==> config.mk <==
export PLATFORM = sky130hd
export DESIGN_NAME = arbitro_memoria
export DESIGN_NICKNAME = d
export VERILOG_FILES = /design/src/rtl/arbitro_memoria_pkg.sv /design/src/rtl/arbitro_memoria_mux2x1.sv /design/src/rtl/arbitro_memoria.sv
export SDC_FILE = /design/constraint.sdc
export NUM_CORES = 1
export LEC_CHECK = 0
export ABC_AREA = 1
export ABC_CLOCK_PERIOD_IN_PS = 1800
export CAP_MARGIN = 40
export CORE_UTILIZATION = 26
export CTS_BUF_LIST = sky130_fd_sc_hd__clkbuf_8 sky130_fd_sc_hd__clkbuf_16
export CTS_CLUSTER_SIZE = 20
export DETAILED_ROUTE_END_ITERATION = 6
export PLACE_DENSITY = 0.93
export REMOVE_ABC_BUFFERS = 1
export SKIP_LAST_GASP = 1
export SYNTH_ARGS = -nofsm -noshare
export SYNTH_HDL_FRONTEND = slang
export SYNTH_SLANG_ARGS = --single-unit
==> constraint.sdc <==
create_clock -name clock -period 1.8 [get_ports clock]
set_clock_uncertainty 0.15 [all_clocks]
set_input_delay 0.36 -clock clock [delete_from_list [all_inputs] [get_ports clock]]
set_output_delay 0.36 -clock clock [all_outputs]
set_load 0.02 [all_outputs]
==> src/rtl/arbitro_memoria_pkg.sv <==
// Shared definitions for the data-memory port arbiter: state encoding,
// requester indices and the round-robin pick between two requesters.
package arbitro_memoria_pkg;

    typedef enum logic {
        OCIOSO  = 1'b0,
        OCUPADO = 1'b1
    } estado_t;

    localparam logic REQ0 = 1'b0;
    localparam logic REQ1 = 1'b1;

    localparam int TIMEOUT_PADRAO = 16;

    // On a tie the requester that was not served last wins.
    function automatic logic escolhe(input logic r0, input logic r1, input logic ultimo);
        if (r0 && r1) begin
            return ~ultimo;
        end else if (r1) begin
            return REQ1;
        end else begin
            return REQ0;
        end
    endfunction

endpackage

==> src/rtl/arbitro_memoria_mux2x1.sv <==
// 32-bit 2:1 multiplexer used for the memory address and write-data paths.
module mux2x1 (
    input  logic [31:0] entrada0,
    input  logic [31:0] entrada1,
    input  logic        seletor,
    output logic [31:0] saida
);

    assign saida = seletor ? entrada1 : entrada0;

endmodule

==> src/rtl/arbitro_memoria.sv <==
// Round-robin arbiter giving fetch (requester 0) and load/store (requester 1)
// turns on the single data-memory port, with completion and timeout handling.
//
//   state   | meaning
//   OCIOSO  | port free, waiting for a request
//   OCUPADO | access in flight, waiting for mem_ready or timeout
module arbitro_memoria
    import arbitro_memoria_pkg::*;
#(
    parameter int TIMEOUT = TIMEOUT_PADRAO,
    parameter int CW      = 8
) (
    input  logic        clock,
    input  logic        reset,
    input  logic        req0,
    input  logic        req1,
    input  logic [31:0] endereco0,
    input  logic [31:0] endereco1,
    input  logic [31:0] dado0,
    input  logic [31:0] dado1,
    input  logic        escrita0,
    input  logic        escrita1,
    input  logic        mem_ready,
    output logic        seletor,
    output logic [31:0] mem_endereco,
    output logic [31:0] mem_dado,
    output logic        mem_escrita,
    output logic        mem_valid,
    output logic        gnt0,
    output logic        gnt1,
    output logic        done0,
    output logic        done1,
    output logic        erro0,
    output logic        erro1
);

    localparam logic [CW-1:0] LIMITE = CW'(TIMEOUT - 1);

    estado_t       estado, estado_prox;
    logic          seletor_prox;
    logic          ultimo, ultimo_prox;
    logic [CW-1:0] contador, contador_prox;
    logic          gnt0_prox, gnt1_prox;
    logic          valid_prox;
    logic          done0_prox, done1_prox;
    logic          erro0_prox, erro1_prox;
    logic          vencedor;
    logic          fim_prazo;
    logic          encerra;

    always_ff @(posedge clock or posedge reset) begin
        if (reset) begin
            estado    <= OCIOSO;
            seletor   <= REQ0;
            ultimo    <= REQ1;
            contador  <= '0;
            gnt0      <= 1'b0;
            gnt1      <= 1'b0;
            mem_valid <= 1'b0;
            done0     <= 1'b0;
            done1     <= 1'b0;
            erro0     <= 1'b0;
            erro1     <= 1'b0;
        end else begin
            estado    <= estado_prox;
            seletor   <= seletor_prox;
            ultimo    <= ultimo_prox;
            contador  <= contador_prox;
            gnt0      <= gnt0_prox;
            gnt1      <= gnt1_prox;
            mem_valid <= valid_prox;
            done0     <= done0_prox;
            done1     <= done1_prox;
            erro0     <= erro0_prox;
            erro1     <= erro1_prox;
        end
    end

    always_comb begin
        estado_prox   = estado;
        seletor_prox  = seletor;
        ultimo_prox   = ultimo;
        contador_prox = contador;
        gnt0_prox     = gnt0;
        gnt1_prox     = gnt1;
        valid_prox    = mem_valid;
        done0_prox    = 1'b0;
        done1_prox    = 1'b0;
        erro0_prox    = 1'b0;
        erro1_prox    = 1'b0;
        vencedor      = escolhe(req0, req1, ultimo);
        fim_prazo     = (contador == LIMITE);
        encerra       = mem_ready || fim_prazo;

        case (estado)
            OCIOSO: begin
                if (req0 || req1) begin
                    seletor_prox  = vencedor;
                    gnt0_prox     = (vencedor == REQ0);
                    gnt1_prox     = (vencedor == REQ1);
                    valid_prox    = 1'b1;
                    contador_prox = '0;
                    estado_prox   = OCUPADO;
                end
            end
            OCUPADO: begin
                if (encerra) begin
                    // mem_ready wins over a timeout landing on the same cycle
                    done0_prox    = mem_ready && (seletor == REQ0);
                    done1_prox    = mem_ready && (seletor == REQ1);
                    erro0_prox    = !mem_ready && (seletor == REQ0);
                    erro1_prox    = !mem_ready && (seletor == REQ1);
                    gnt0_prox     = 1'b0;
                    gnt1_prox     = 1'b0;
                    valid_prox    = 1'b0;
                    ultimo_prox   = seletor;
                    contador_prox = '0;
                    estado_prox   = OCIOSO;
                end else begin
                    contador_prox = contador + 1'b1;
                end
            end
            default: estado_prox = OCIOSO;
        endcase
    end

    mux2x1 u_mux_endereco (
        .entrada0 (endereco0),
        .entrada1 (endereco1),
        .seletor  (seletor),
        .saida    (mem_endereco)
    );

    mux2x1 u_mux_dado (
        .entrada0 (dado0),
        .entrada1 (dado1),
        .seletor  (seletor),
        .saida    (mem_dado)
    );

    assign mem_escrita = mem_valid & (seletor ? escrita1 : escrita0);

endmodule

==> results.toml <==
[synth]
syn_area_per_cell_um2 = 5.40
netlist_top_cells_area = "nand2_1 50%, dfrtp_1 26%, buf_2 2.1%"
synth_top_area_cell = "nand2_1"
synth_top_area_share_pct = 50.3
ys_seq_elements = 18
ys_types = 25
synth_area_um2 = 1640
netlist_instances = 304
ys_warn_count = 0
yosysSeqAreaShare_pct = 27.5

[pwr]
power_w = 0.00485
powerDensity_nw_per_um2 = 1200
leakagePower_nw = 2.07
vdd_ir_drop_max_v = 0.000728

[sta]
layout_setup_ws_ns = -0.0751
setup_viol = 42
rsz0062_at_grt = "yes"
worst_pin_slew_ns = 0.410
post-route-period-util_pct = 104
maxClockFrequency_mhz = 533
slew_headroom_pct = 72.6
finalHoldViolations = 0
drv_slew = 0
min_period_ns = 1.88

[finish]
multiInputGateArea_um2 = 1200
final_util_pct = 67.6
antenna_cells = 0
area_delta_synth_final_pct = 147
nNetsFinal = 655
ff_latch_area_um2 = 453
drive_gt1_share_pct = 26.6
fillers = 489

[floorplanning]
io-pin-count = 208
die_x_um = 81.5
start_util_pct = 27.4
die-area_um2 = 6640
die_h_um = 81.5
fp.coreArea_um2 = 5990
placementRows = 28

[critical_path]
crit_required_ns = 1.29
crit_arrival_ns = 1.37
timing.critical_path.buf_inv = 4
crit_top_cell = "nand2_2"
crit_fanout = 7
critPathLaunchType = "flop"
max_stage_delay_ns = 0.43
crit_chain = "clkinv_4 -> buf_12 -> buf_16 -> nand2_2 -> nand2_2 -> buf_6"
crit_type = "flop to output port"
cpMaxStageDelayCell = "dfrtp_2"
critPathCaptureType = "output port"
crit_family = "buffers and inverters"

[routing]
drtAntennaViolNets = 0
wl_per_cell_um = 14.9
vias_per_cell = 4.56
drt_pass1_iterations = 4
wl_um = 8840
drt_iter0_drc = 109
drcViolationCount = 0
via_count = 2702

[hold_path]
hold_class = "input pin to async pin"

[clock_tree]
cts_tree = "done"
cts.clk_slew.worst_paths_ns = 0.07
cts.path.max_buffers = 2
clk_latency_ns = 0.26
hold_buffers = 0
cts-root-buf = "clkbuf_8"
htreeDepth = 1
numClockSinks = 18
cts_buffers = 3

[place]
dp_hpwl_um = 6920
routabilityCongestion = 0.803
port_buffers = 207

[global_route]
grt_overflow = 0
antenna_found_initial = 0
grt_pass1_wl_um = 12200
grt_max_degree = 29
grt_pass1_vias = 2542
grtUsageTotal_pct = 24.3

[status]
violations = "setup timing"
outcome = "complete, but fails checks"

[job]
max-cap-violations = 0
-- cell usage in the layout (no fill, tap or decap), types with 3 or more instances in the layout --
cell type        count
buf_4               10
nand2_2             32
clkbuf_8             4
buf_2               32
o21ai_1              6
nand2_4              6
clkdlybuf4s50_1    140
inv_1                6
dfrtp_1             16
nand2_1            185
buf_6               33
nor2_1               8
nand3_1              5
buf_12               7
xor2_1               3
-- cell usage after synthesis, drive strengths merged --
library cell,n
xor2,3
ha,1
buf,9
o21a,1
xnor2,1
nand3,6
nor2,10
o21ai,10
a21oi,1
nor3,3
nand2,223
dfrtp,17
nand4,2
dfstp,1
clkbuf,6
o21bai,1
inv,9
-- layout make-up --
class | instances | area share [%]
sequential | 18 | 11.2
inverter | 9 | 0.957
clock buffer | 4 | 1.36
timing repair buffer | 225 | 54.5
tap | 75 | 2.32
multi-input combinational | 262 | 29.6
-- power by group --
group | internal (W) | total [W] | leakage (nW) | switching [W]
clock network | 0.000195 | 0.000340 | 0.0288 | 0.000145
logic | 0.00177 | 0.00396 | 1.81 | 0.00219
registers | 0.000481 | 0.000548 | 0.235 | 0.0000673
total | 0.00245 | 0.00485 | 2.07 | 0.00240
-- metrics by stage --
step / hold WS (ns) / setup WS (ns) / cell area, um^2 / instances / TNS, ns
5_1_grt: 0.303 / -0.118 / 4050 / 593 / -4.28
3_3_place_gp: 0.319 / -0.377 / 3840 / 582 / -14.35
2_1_floorplan: 0.148 / -1.19 / 1570 / 289 / -79.39
6_report: 0.227 / -0.0751 / 4050 / 593 / -1.34
4_1_cts: 0.240 / -0.0836 / 3920 / 592 / -1.93
3_5_place_dp: 0.335 / -0.378 / 3840 / 582 / -14.96
-- repair_timing --
item	CTS	global route
setup endpoints to repair	67	62
buffers inserted	4	1
resized for setup	306	41
pin swaps	5	12
cloned	2	1
-- worst paths after layout --
| kind | slack [ns] | start | cells past startpoint | endpoint |
|---|---|---|---|---|
| max | -0.08 | seletor$_DFFE_PP0P_ | 6 | mem_dado[14] |
| max reg2reg | 0.32 | contador[0]$_DFFE_PP0P_ | 6 | gnt1$_DFFE_PP0P_ |
| max in group asynchronous | 0.81 | reset | 3 | contador[3]$_DFFE_PP0P_ |
| min | 0.23 | reset | 2 | estado$_DFF_PP0_ |
| min in group clock | 0.34 | ultimo$_DFFE_PP1P_ | 2 | ultimo$_DFFE_PP1P_ |
| min reg2reg | 0.34 | ultimo$_DFFE_PP1P_ | 2 | ultimo$_DFFE_PP1P_ |
-- routing by layer --
| metal | up-vias | track usage [%] | part of all wire (%) |
|---|---|---|---|
| li1 | 1348 | - | - |
| met1 | 1223 | 25.5 | 37 |
| met2 | 109 | 45.5 | 54 |
| met3 | 22 | 4.89 | 5.5 |
| met4 | 0 | 12.1 | 3.8 |
| met5 | - | 0 | 0 |
-- sequential cells by signal, indices dropped and copies added (netlist names) --
signal and count:
mem_valid 1, done0 1, gnt1 1, contador 8, ultimo 1, done1 1
seletor 1, gnt0 1, estado 1, erro0 1, erro1 1
-- kinds of logic (layout without fill, tap and decap cells) --
| logic type | after synthesis | after routing | synth area share [%] |
|---|---|---|---|
| AND/OR/NAND/NOR | 244 | 244 | 58.2 |
| buffers and inverters | 24 | 238 | 6.48 |
| adder cells (fa/ha/maj) | 1 | 1 | 0.762 |
| XOR/XNOR | 4 | 4 | 2.13 |
| AO/OA/AOI/OAI | 13 | 13 | 4.95 |
| flip-flops | 18 | 18 | 27.5 |
(Power assumes the default switching activity.)
